$ cat src/rtl/led_pkg.sv
// Shared types and constants for the LED frame scheduler.
package led_pkg;

    localparam int NUM_PIXELS_DEF = 64;
    localparam int BITS_PER_PIXEL = 24;

    typedef enum logic [2:0] {
        IDLE  = 3'd0,
        FETCH = 3'd1,
        LOAD  = 3'd2,
        SEND  = 3'd3,
        LATCH = 3'd4,
        HOLD  = 3'd5
    } state_t;

    // ws2812b wants green first, then red, then blue, MSB first
    function automatic logic [BITS_PER_PIXEL-1:0] pack_grb(
        input logic [7:0] r,
        input logic [7:0] g,
        input logic [7:0] b
    );
        return {g, r, b};
    endfunction

endpackage

$ cat src/rtl/frame_timer.sv
// Saturating up-counter with synchronous clear; sat_o is high while the count sits at MAX_COUNT.
module frame_timer #(
    parameter int MAX_COUNT = 9
) (
    input  logic clk,
    input  logic rst_n,
    input  logic clear_i,
    input  logic en_i,
    output logic sat_o
);
    localparam int CW = (MAX_COUNT > 0) ? $clog2(MAX_COUNT + 1) : 1;
    localparam logic [CW-1:0] MAX_C = CW'(MAX_COUNT);

    logic [CW-1:0] count_q, count_d;

    assign sat_o = (count_q == MAX_C);

    always_comb begin
        count_d = count_q;
        if (clear_i) begin
            count_d = '0;
        end else if (en_i && !sat_o) begin
            count_d = count_q + 1'b1;
        end
    end

    always_ff @(posedge clk) begin
        if (!rst_n) begin
            count_q <= '0;
        end else begin
            count_q <= count_d;
        end
    end

endmodule

$ cat src/rtl/frame_scheduler.sv
// Walks the pixel memory, hands GRB words to the ws2812b driver and paces frames.
// Build option: SERPENTINE_EN reverses column order on odd rows.
//
//   state | meaning
//   IDLE  | waiting for colour memories to be loaded
//   FETCH | row/col present pixel address to memory
//   LOAD  | memory data valid; load shift register
//   SEND  | driver shifting 24 bits out
//   LATCH | line held low so the strip latches the frame
//   HOLD  | waiting for the minimum frame period to elapse
module frame_scheduler
    import led_pkg::*;
#(
    parameter int NUM_PIXELS   = NUM_PIXELS_DEF,
    parameter int LATCH_CYCLES = 3600,
    parameter int FRAME_CYCLES = 400000
) (
    input  logic                      clk,
    input  logic                      rst_n,
    input  logic                      init_done,
    output logic [2:0]                row,
    output logic [2:0]                col,
    input  logic [7:0]                red,
    input  logic [7:0]                green,
    input  logic [7:0]                blue,
    input  logic                      shift,
    output logic                      load_sreg,
    output logic [BITS_PER_PIXEL-1:0] pixel_value,
    output logic                      transmit_pixel,
    output logic                      frame_done
);
    localparam int IW = (NUM_PIXELS > 1) ? $clog2(NUM_PIXELS) : 1;
    localparam logic [IW-1:0] LAST_IDX = IW'(NUM_PIXELS - 1);
    localparam logic [4:0]    LAST_BIT = 5'(BITS_PER_PIXEL - 1);

    state_t                    state_q, state_d;
    logic [IW-1:0]             idx_q, idx_d;
    logic [4:0]                bit_q, bit_d;
    logic [BITS_PER_PIXEL-1:0] pix_q, pix_d;
    logic                      frame_start;
    logic                      latch_sat;
    logic                      frame_sat;
    logic [5:0]                addr;

    assign addr = 6'(idx_q);
    assign row  = addr[5:3];
`ifdef SERPENTINE_EN
    assign col  = addr[3] ? (3'd7 - addr[2:0]) : addr[2:0];
`else
    assign col  = addr[2:0];
`endif

    // Held at zero outside LATCH, so the first LATCH cycle reads count 0
    frame_timer #(.MAX_COUNT(LATCH_CYCLES - 1)) u_latch_timer (
        .clk     (clk),
        .rst_n   (rst_n),
        .clear_i (state_q != LATCH),
        .en_i    (1'b1),
        .sat_o   (latch_sat)
    );

    frame_timer #(.MAX_COUNT(FRAME_CYCLES - 1)) u_frame_timer (
        .clk     (clk),
        .rst_n   (rst_n),
        .clear_i (frame_start),
        .en_i    (1'b1),
        .sat_o   (frame_sat)
    );

    always_comb begin
        state_d     = state_q;
        idx_d       = idx_q;
        bit_d       = bit_q;
        pix_d       = pix_q;
        frame_start = 1'b0;
        case (state_q)
            IDLE: begin
                if (init_done) begin
                    state_d     = FETCH;
                    idx_d       = '0;
                    frame_start = 1'b1;
                end
            end
            FETCH: state_d = LOAD;
            LOAD: begin
                pix_d   = pack_grb(red, green, blue);
                bit_d   = '0;
                state_d = SEND;
            end
            SEND: begin
                if (shift) begin
                    bit_d = bit_q + 1'b1;
                    if (bit_q == LAST_BIT) begin
                        if (idx_q == LAST_IDX) begin
                            state_d = LATCH;
                        end else begin
                            idx_d   = idx_q + 1'b1;
                            state_d = FETCH;
                        end
                    end
                end
            end
            LATCH: begin
                if (latch_sat) state_d = HOLD;
            end
            HOLD: begin
                if (frame_sat) begin
                    state_d     = FETCH;
                    idx_d       = '0;
                    frame_start = 1'b1;
                end
            end
            default: state_d = IDLE;
        endcase
    end

    always_ff @(posedge clk) begin
        if (!rst_n) begin
            state_q <= IDLE;
            idx_q   <= '0;
            bit_q   <= '0;
            pix_q   <= '0;
        end else begin
            state_q <= state_d;
            idx_q   <= idx_d;
            bit_q   <= bit_d;
            pix_q   <= pix_d;
        end
    end

    // Memory data is only valid during LOAD, so the driver sees it directly on that edge
    assign pixel_value    = (state_q == LOAD) ? pack_grb(red, green, blue) : pix_q;
    assign load_sreg      = (state_q == LOAD);
    assign transmit_pixel = (state_q == SEND);
    assign frame_done     = (state_q == LATCH) && latch_sat;

endmodule
$ cat config.mk
export PLATFORM = sky130hd
export DESIGN_NAME = frame_scheduler
export DESIGN_NICKNAME = d
export VERILOG_FILES = /design/src/rtl/led_pkg.sv /design/src/rtl/frame_timer.sv /design/src/rtl/frame_scheduler.sv
export SDC_FILE = /design/constraint.sdc
export NUM_CORES = 1
export LEC_CHECK = 0
export BUFFER_PORTS_ARGS = -buffer_cell sky130_fd_sc_hd__buf_2
export CORE_MARGIN = 1
export CORE_UTILIZATION = 55
export CTS_CLUSTER_SIZE = 8
export DETAILED_ROUTE_END_ITERATION = 16
export GPL_TIMING_DRIVEN = 0
export PLACE_DENSITY = 0.8
export SETUP_SLACK_MARGIN = 0.4
export SYNTH_ARGS = -nofsm -noshare
export SYNTH_HDL_FRONTEND = slang
export SYNTH_SLANG_ARGS = --single-unit
$ cat constraint.sdc
create_clock -name clk -period 4.9 [get_ports clk]
set_input_delay 0.98 -clock clk [delete_from_list [all_inputs] [get_ports clk]]
set_output_delay 0.98 -clock clk [all_outputs]
set_load 0.01 [all_outputs]
### Yosys cells after proc, flatten, opt, wreduce, memory -nomap -nowiden

Cells that the tools add are included.

| operators by class | value |
|---|---|
| add/sub/neg operators | 4 |
| eq/ne operators | 16 |
| mux-type cells | 19 |
| bitwise logic cells | 1 |
| reduce and logical (&&, ||, !) cells | 9 |

Operators by type and width:

| kind | count |
|---|---|
| 6-bit two-way mux | 5 |
| 24-bit two-way mux | 1 |
| 19-bit by 1-bit adder with 19-bit output (second input constant) | 1 |
| 19-bit equality test (second input constant) | 1 |
| 3-bit two-way mux | 6 |
| 3-bit case mux with 6 select lines | 1 |
| 6-bit case mux with 3 select lines | 1 |
| 12-bit by 1-bit adder with 12-bit output (second input constant) | 1 |
| 12-bit equality test (second input constant) | 1 |
| 2-bit inequality test (second input constant) | 5 |
| 5-bit case mux with 2 select lines | 1 |
| 6-bit by 1-bit adder with 6-bit output (second input constant) | 1 |
| 3-bit by 2-bit equality test with 1-bit output (second input constant) | 2 |
| 3-bit equality test (second input constant) | 2 |
| 6-bit equality test (second input constant) | 1 |
| 6-bit AND reduction | 1 |
| 5-bit by 1-bit adder with 5-bit output (second input constant) | 1 |
| 5-bit equality test (second input constant) | 1 |
| 5-bit two-way mux | 1 |
| 5-bit AND reduction | 1 |
| 2-bit OR reduction | 2 |
| 3-bit by 1-bit equality test with 1-bit output (second input constant) | 1 |
| 3-bit logical NOT | 1 |
| 3-bit inequality test (second input constant) | 1 |
| 8 further kinds | 9 |

| storage, ports and cells | value |
|---|---|
| register bits | 69 |
| input port bits | 28 |
| output and inout bits | 33 |
| logic and storage cells | 55 |

### Longest topological paths before layout

| logic depth | value |
|---|---|
| depth after elaboration | 5 |
| depth in mapped cells | 7 |
| gate-level depth less buffers | 6 |

### Cells and area by module

Synthesis repeated with hierarchy kept, for this count alone.

| second synthesis, totals | value |
|---|---|
| cell total of the unflattened synthesis | 372 |
| area total of the unflattened synthesis | 3489.6 µm² |

By module, submodules not included:

| module | instances | cells each | area an instance (µm²) | sequential area each (µm²) |
|---|---|---|---|---|
| frame_scheduler | 1 | 175 | 1759.2 | 760.7 |
| frame_timer (u_frame_timer) | 1 | 118 | 1028.5 | 380.4 |
| frame_timer (u_latch_timer) | 1 | 79 | 701.9 | 240.2 |

### Worst setup path after synthesis

Ideal clock, no wire load.

| path | value |
|---|---|
| path kind | register to output |
| from | register state_q[2] |
| to | output pixel_value[14] |
| data arrival time | 1.594 ns |
| data required time | 3.920 ns |
| path slack | 2.326 ns |
| stages on the path, launching flop included | 6 |
| buffers on the path | 2 |
| path through | dfxtp_1 -> buf_2 -> nand2b_1 -> nor2_1 -> buf_2 -> mux2_2 |

| between the ends | value |
|---|---|
| word-level cells in the longest chain between the ends | 2 |

RTL lines:

| item | RTL line | source |
|---|---|---|
| start: declaration | frame_scheduler.sv:36 | `state_t state_q, state_d;` |
| start signal: assignment | frame_scheduler.sv:124 | `state_q <= state_d;` |
| 3-bit by 2-bit equality test with 1-bit output | - |  |
| named net load_sreg | frame_scheduler.sv:27 | `output logic load_sreg,` |
| 24-bit two-way mux | - |  |
| end: declaration | frame_scheduler.sv:28 | `output logic [BITS_PER_PIXEL-1:0] pixel_value,` |

The timed path passes the listed nets, and every way through them passes these cells.

### Final worst setup path

| path | value |
|---|---|
| from | register state_q[2] |
| to | output pixel_value[21] |

| between the ends | value |
|---|---|
| word-level cells in the longest chain between the ends | 2 |

RTL lines:

| item | RTL line | source |
|---|---|---|
| 3-bit by 2-bit equality test with 1-bit output | frame_scheduler.sv:132 | `assign pixel_value = (state_q == LOAD) ? pack_grb(red, green, blue) : pix_q;` |
| 24-bit two-way mux | - |  |

Every way passes these cells.

==> results.yml <==
die:
  die_y_um: 77.14
  die_outline_area_sq_um: 5951
  floorplan.die.width_um: 77.14
  io_pins: 61
  initial_utilization: 0.5893
  placeableCoreArea_sq_um: 5270
  fp-row-count: 26
sta:
  final_setup_violation_count: 0
  final-max-slew-violation-count: 0
  grt_setup_unrepaired: "no"
  setup_tns_ns: 0
  timing_worst_slew_pin_value_ns: 0.7548
  period_minus_ws_final_ns: 3.285
  timing.slew.headroom: 0.4921
  timing_hold_violations_final: 0
  timing.clock.skew_ns: 0.004954
  fmax_mhz: 304.4
  fin_crit_sh: 0.6705
routing:
  drt_pass1_iterations: 4
  detail-route-antenna-nets: 0
  drt_wl_total_mm: 5.999
  routed_via_density: 5.419
  drt_iter0_markers: 120
  drc: 0
  avgRoutedWirePerCell_um: 12.58
  dr_total_vias: 2585
logic_synthesis:
  post_synth.cell_area_avg_sq_um: 9.382
  synth_area_sq_um: 3105
  synth_cell_types: 47
  synth_top_area_frac: 0.4448
  ys_seq_elements: 69
  ys_top_cells_by_area: "sky130_fd_sc_hd__dfxtp_1, sky130_fd_sc_hd__mux2_2, sky130_fd_sc_hd__xor2_1"
  warnings_from_yosys: 0
  synth_largest_area_cell: "sky130_fd_sc_hd__dfxtp_1"
  mappedNetlistNets: 363
  cells_after_synthesis: 331
  synth_seq_area_share: 0.4448
global_route:
  wire_length_of_the_first_global_routing_pass_mm: 10.44
  globalRouteTotalUtil: 0.2171
  grt_pass1_vias: 2414
  grt_max_degree: 12
  grt_remaining_overflow: 0
  number_of_antenna_violations_at_the_first_check_in_global_routing: 0
cts:
  clock_latency_ns: 0.34
  cts_buf_count: 9
  ctsHtreeMaxLevel: 3
  tritoncts: "built"
  post_cts_resize_count: 0
  cts_root_buf: "sky130_fd_sc_hd__clkbuf_8"
  cts.sink_count: 69
  cts_hold_repair.buffers: 0
  post_cts_buffers: 0
  cts.reportedPaths.clkPinSlew_ns: 0.07
  clock_tree.buffer_depth: 2
critical_path:
  critical_path_peak_fanout: 10
  worst-path-stages: 6
  crit_top_cell: "sky130_fd_sc_hd__buf_2"
  worst_ep_arrival_time_ns: 2.31
  critical_path.cell_chain: "buf_2 -> nand2b_1 -> nor2_1 -> buf_2 -> mux2_2 -> buf_2"
  regToRegSetupSlack_ns: 2.78
  critical-path-slowest-cell: "sky130_fd_sc_hd__nor2_1"
  cp-end-kind: "primary output"
  startpoint_type: "flip-flop"
  critical-path-top-delay-family: "buffers and inverters"
  timing.critical_path.required_ns: 3.92
  crit_reg_reg_endpoint: "u_frame_timer.count_q[15]$_SDFFE_PP0P_"
  slowest_cell_delay_on_critical_path_ns: 0.45
  worst-setup-path-type: "reg -> out"
  r2r_cells: 7
  crit-reg2reg-launch: "u_frame_timer.count_q[0]$_SDFFE_PP0P_"
  critical_path.n_buffers_inverters: 3
finish:
  drive_gt1_frac: 0.2801
  insertedDiodeCount: 0
  synthToLayoutAreaGrowth_pct: 19.26
  postLayoutCellArea_sq_um: 3704
  post_layout_nonfiller_instances: 477
  layout.nets: 434
placement:
  detailed_place_hpwl_mm: 4.389
  port_buffers: 60
  place.gp.congestion: 0.8158
  dp_cells: 461
  place_area_sq_um: 3493
power:
  cellLeakagePower_nw: 1.559
  cellPowerDensity_nw_per_um2: 352.2
  power.ir.vdd_worst_mv: 0.1776
outcome:
  status: "completed"
hold_path:
  hold-path-cell-count: 1
  hp-class: "reg -> reg"
  hold_path_startpoint: "u_latch_timer.count_q[2]$_SDFFE_PP0P_"
  min_delay_worst_endpoint: "u_latch_timer.count_q[2]$_SDFFE_PP0P_"
run:
  cap_viol_max_count: 0
[worst reg2reg max path: cells and delay by family, from the launching register on]
family	cells	cell delay (ns)
flip-flops	1	0.39
adder cells (fa/ha/maj)	1	0.24
AND/OR/NAND/NOR	4	1.07
buffers and inverters	2	0.31
[synth_stat cells (all sizes together)]
cell     number
a31oi         4
o2111ai       3
xor2         20
nand2b        6
a21oi        10
o21ba         1
a211oi        3
nand2        19
a311oi        1
and4          2
o21ai         7
nor4          1
ha            4
or3           4
nand4         5
o211ai        2
inv           7
nor3          5
nor2b         1
mux2i         3
dfxtp        69
nor4b         4
clkbuf        5
mux2         24
o311a         1
xnor2         8
a2bb2oi       1
and3          9
or2           1
nor2         44
and2         24
nand3b        2
a21o          1
o32ai         2
a221oi        2
or4           2
buf           6
nor4bb        1
nand3        17
[where the power goes]
| group | internal (mW) | leakage [nW] | switching, mW |
|---|---|---|---|
| combinational | 0.111 | 0.887 | 0.119 |
| sequential | 0.588 | 0.560 | 0.0109 |
| clock | 0.274 | 0.112 | 0.201 |
| total | 0.973 | 1.56 | 0.331 |
[per-stage QoR]
step | power [mW] | utilization | hold WS [ns] | setup WS, ns
2_1_floorplan | 0.7691 | - | 0.4432 | 2.326
3_3_place_gp | 0.8338 | 0.6629 | 0.4620 | 1.983
3_5_place_dp | 0.8419 | 0.6629 | 0.4751 | 1.948
4_1_cts | 1.316 | 0.7028 | 0.4863 | 1.574
5_1_grt | 1.368 | 0.7028 | 0.5122 | 1.450
6_report | 1.304 | 0.7028 | 0.4856 | 1.615
[per-layer routing]
layer	global-route usage	wire, um	up-vias
li1	-	-	1298
met1	0.2637	2799	1203
met2	0.3593	2762	74
met3	0.04762	330	10
met4	0.1094	106	0
met5	0	0	-
[registers in the layout, summed over array words and instances, names as in the netlist]
signal / flops
state_q: 3
u_frame_timer.count_q: 19
addr: 6
pix_q: 24
u_latch_timer.count_q: 12
bit_q: 5
[cell usage in the layout (no fill, tap or decap), drive strengths merged, types with 4 or more instances in the layout]
master / instances
dfxtp: 69
buf: 66
nor2: 44
mux2: 24
and2: 24
xor2: 20
nand2: 19
nand3: 17
clkbuf: 17
a21oi: 10
and3: 9
xnor2: 8
inv: 7
o21ai: 7
nand2b: 6
nor3: 5
nand4: 5
or3: 4
a31oi: 4
ha: 4
nor4b: 4
[worst max-delay path by stage]
stage / from / endpoint / slack, ns
2_1_floorplan: state_q[2]$_SDFFE_PN0P_ / pixel_value[14] / 2.33
3_3_place_gp: state_q[2]$_SDFFE_PN0P_ / pixel_value[8] / 1.98
3_5_place_dp: state_q[2]$_SDFFE_PN0P_ / pixel_value[21] / 1.95
4_1_cts: state_q[2]$_SDFFE_PN0P_ / pixel_value[21] / 1.57
5_1_grt: state_q[2]$_SDFFE_PN0P_ / pixel_value[8] / 1.45
6_report: state_q[2]$_SDFFE_PN0P_ / pixel_value[21] / 1.61
[cells by family after synthesis]
family / synth area share
muxes: 0.09670
and+or+nand+nor: 0.2514
xor gates and xnor gates: 0.07897
AOI/OAI and AO/OA: 0.08501
adders and majority gates: 0.01612
DFF: 0.4448
buffers and inverters: 0.02700
[cell type report]
cell class / instances / area, sq um
plain buffers: 11 / 57.56
clock buffers: 12 / 165.2
clock inverters: 4 / 45.04
fillers: 411 / 1567
inverters: 7 / 26.28
multi-input cells: 244 / 1640
flip-flops and latches: 69 / 1381
well taps: 70 / 87.58
repair buffers: 60 / 300.3
No activity file was read; power rests on OpenSTA's default activity.
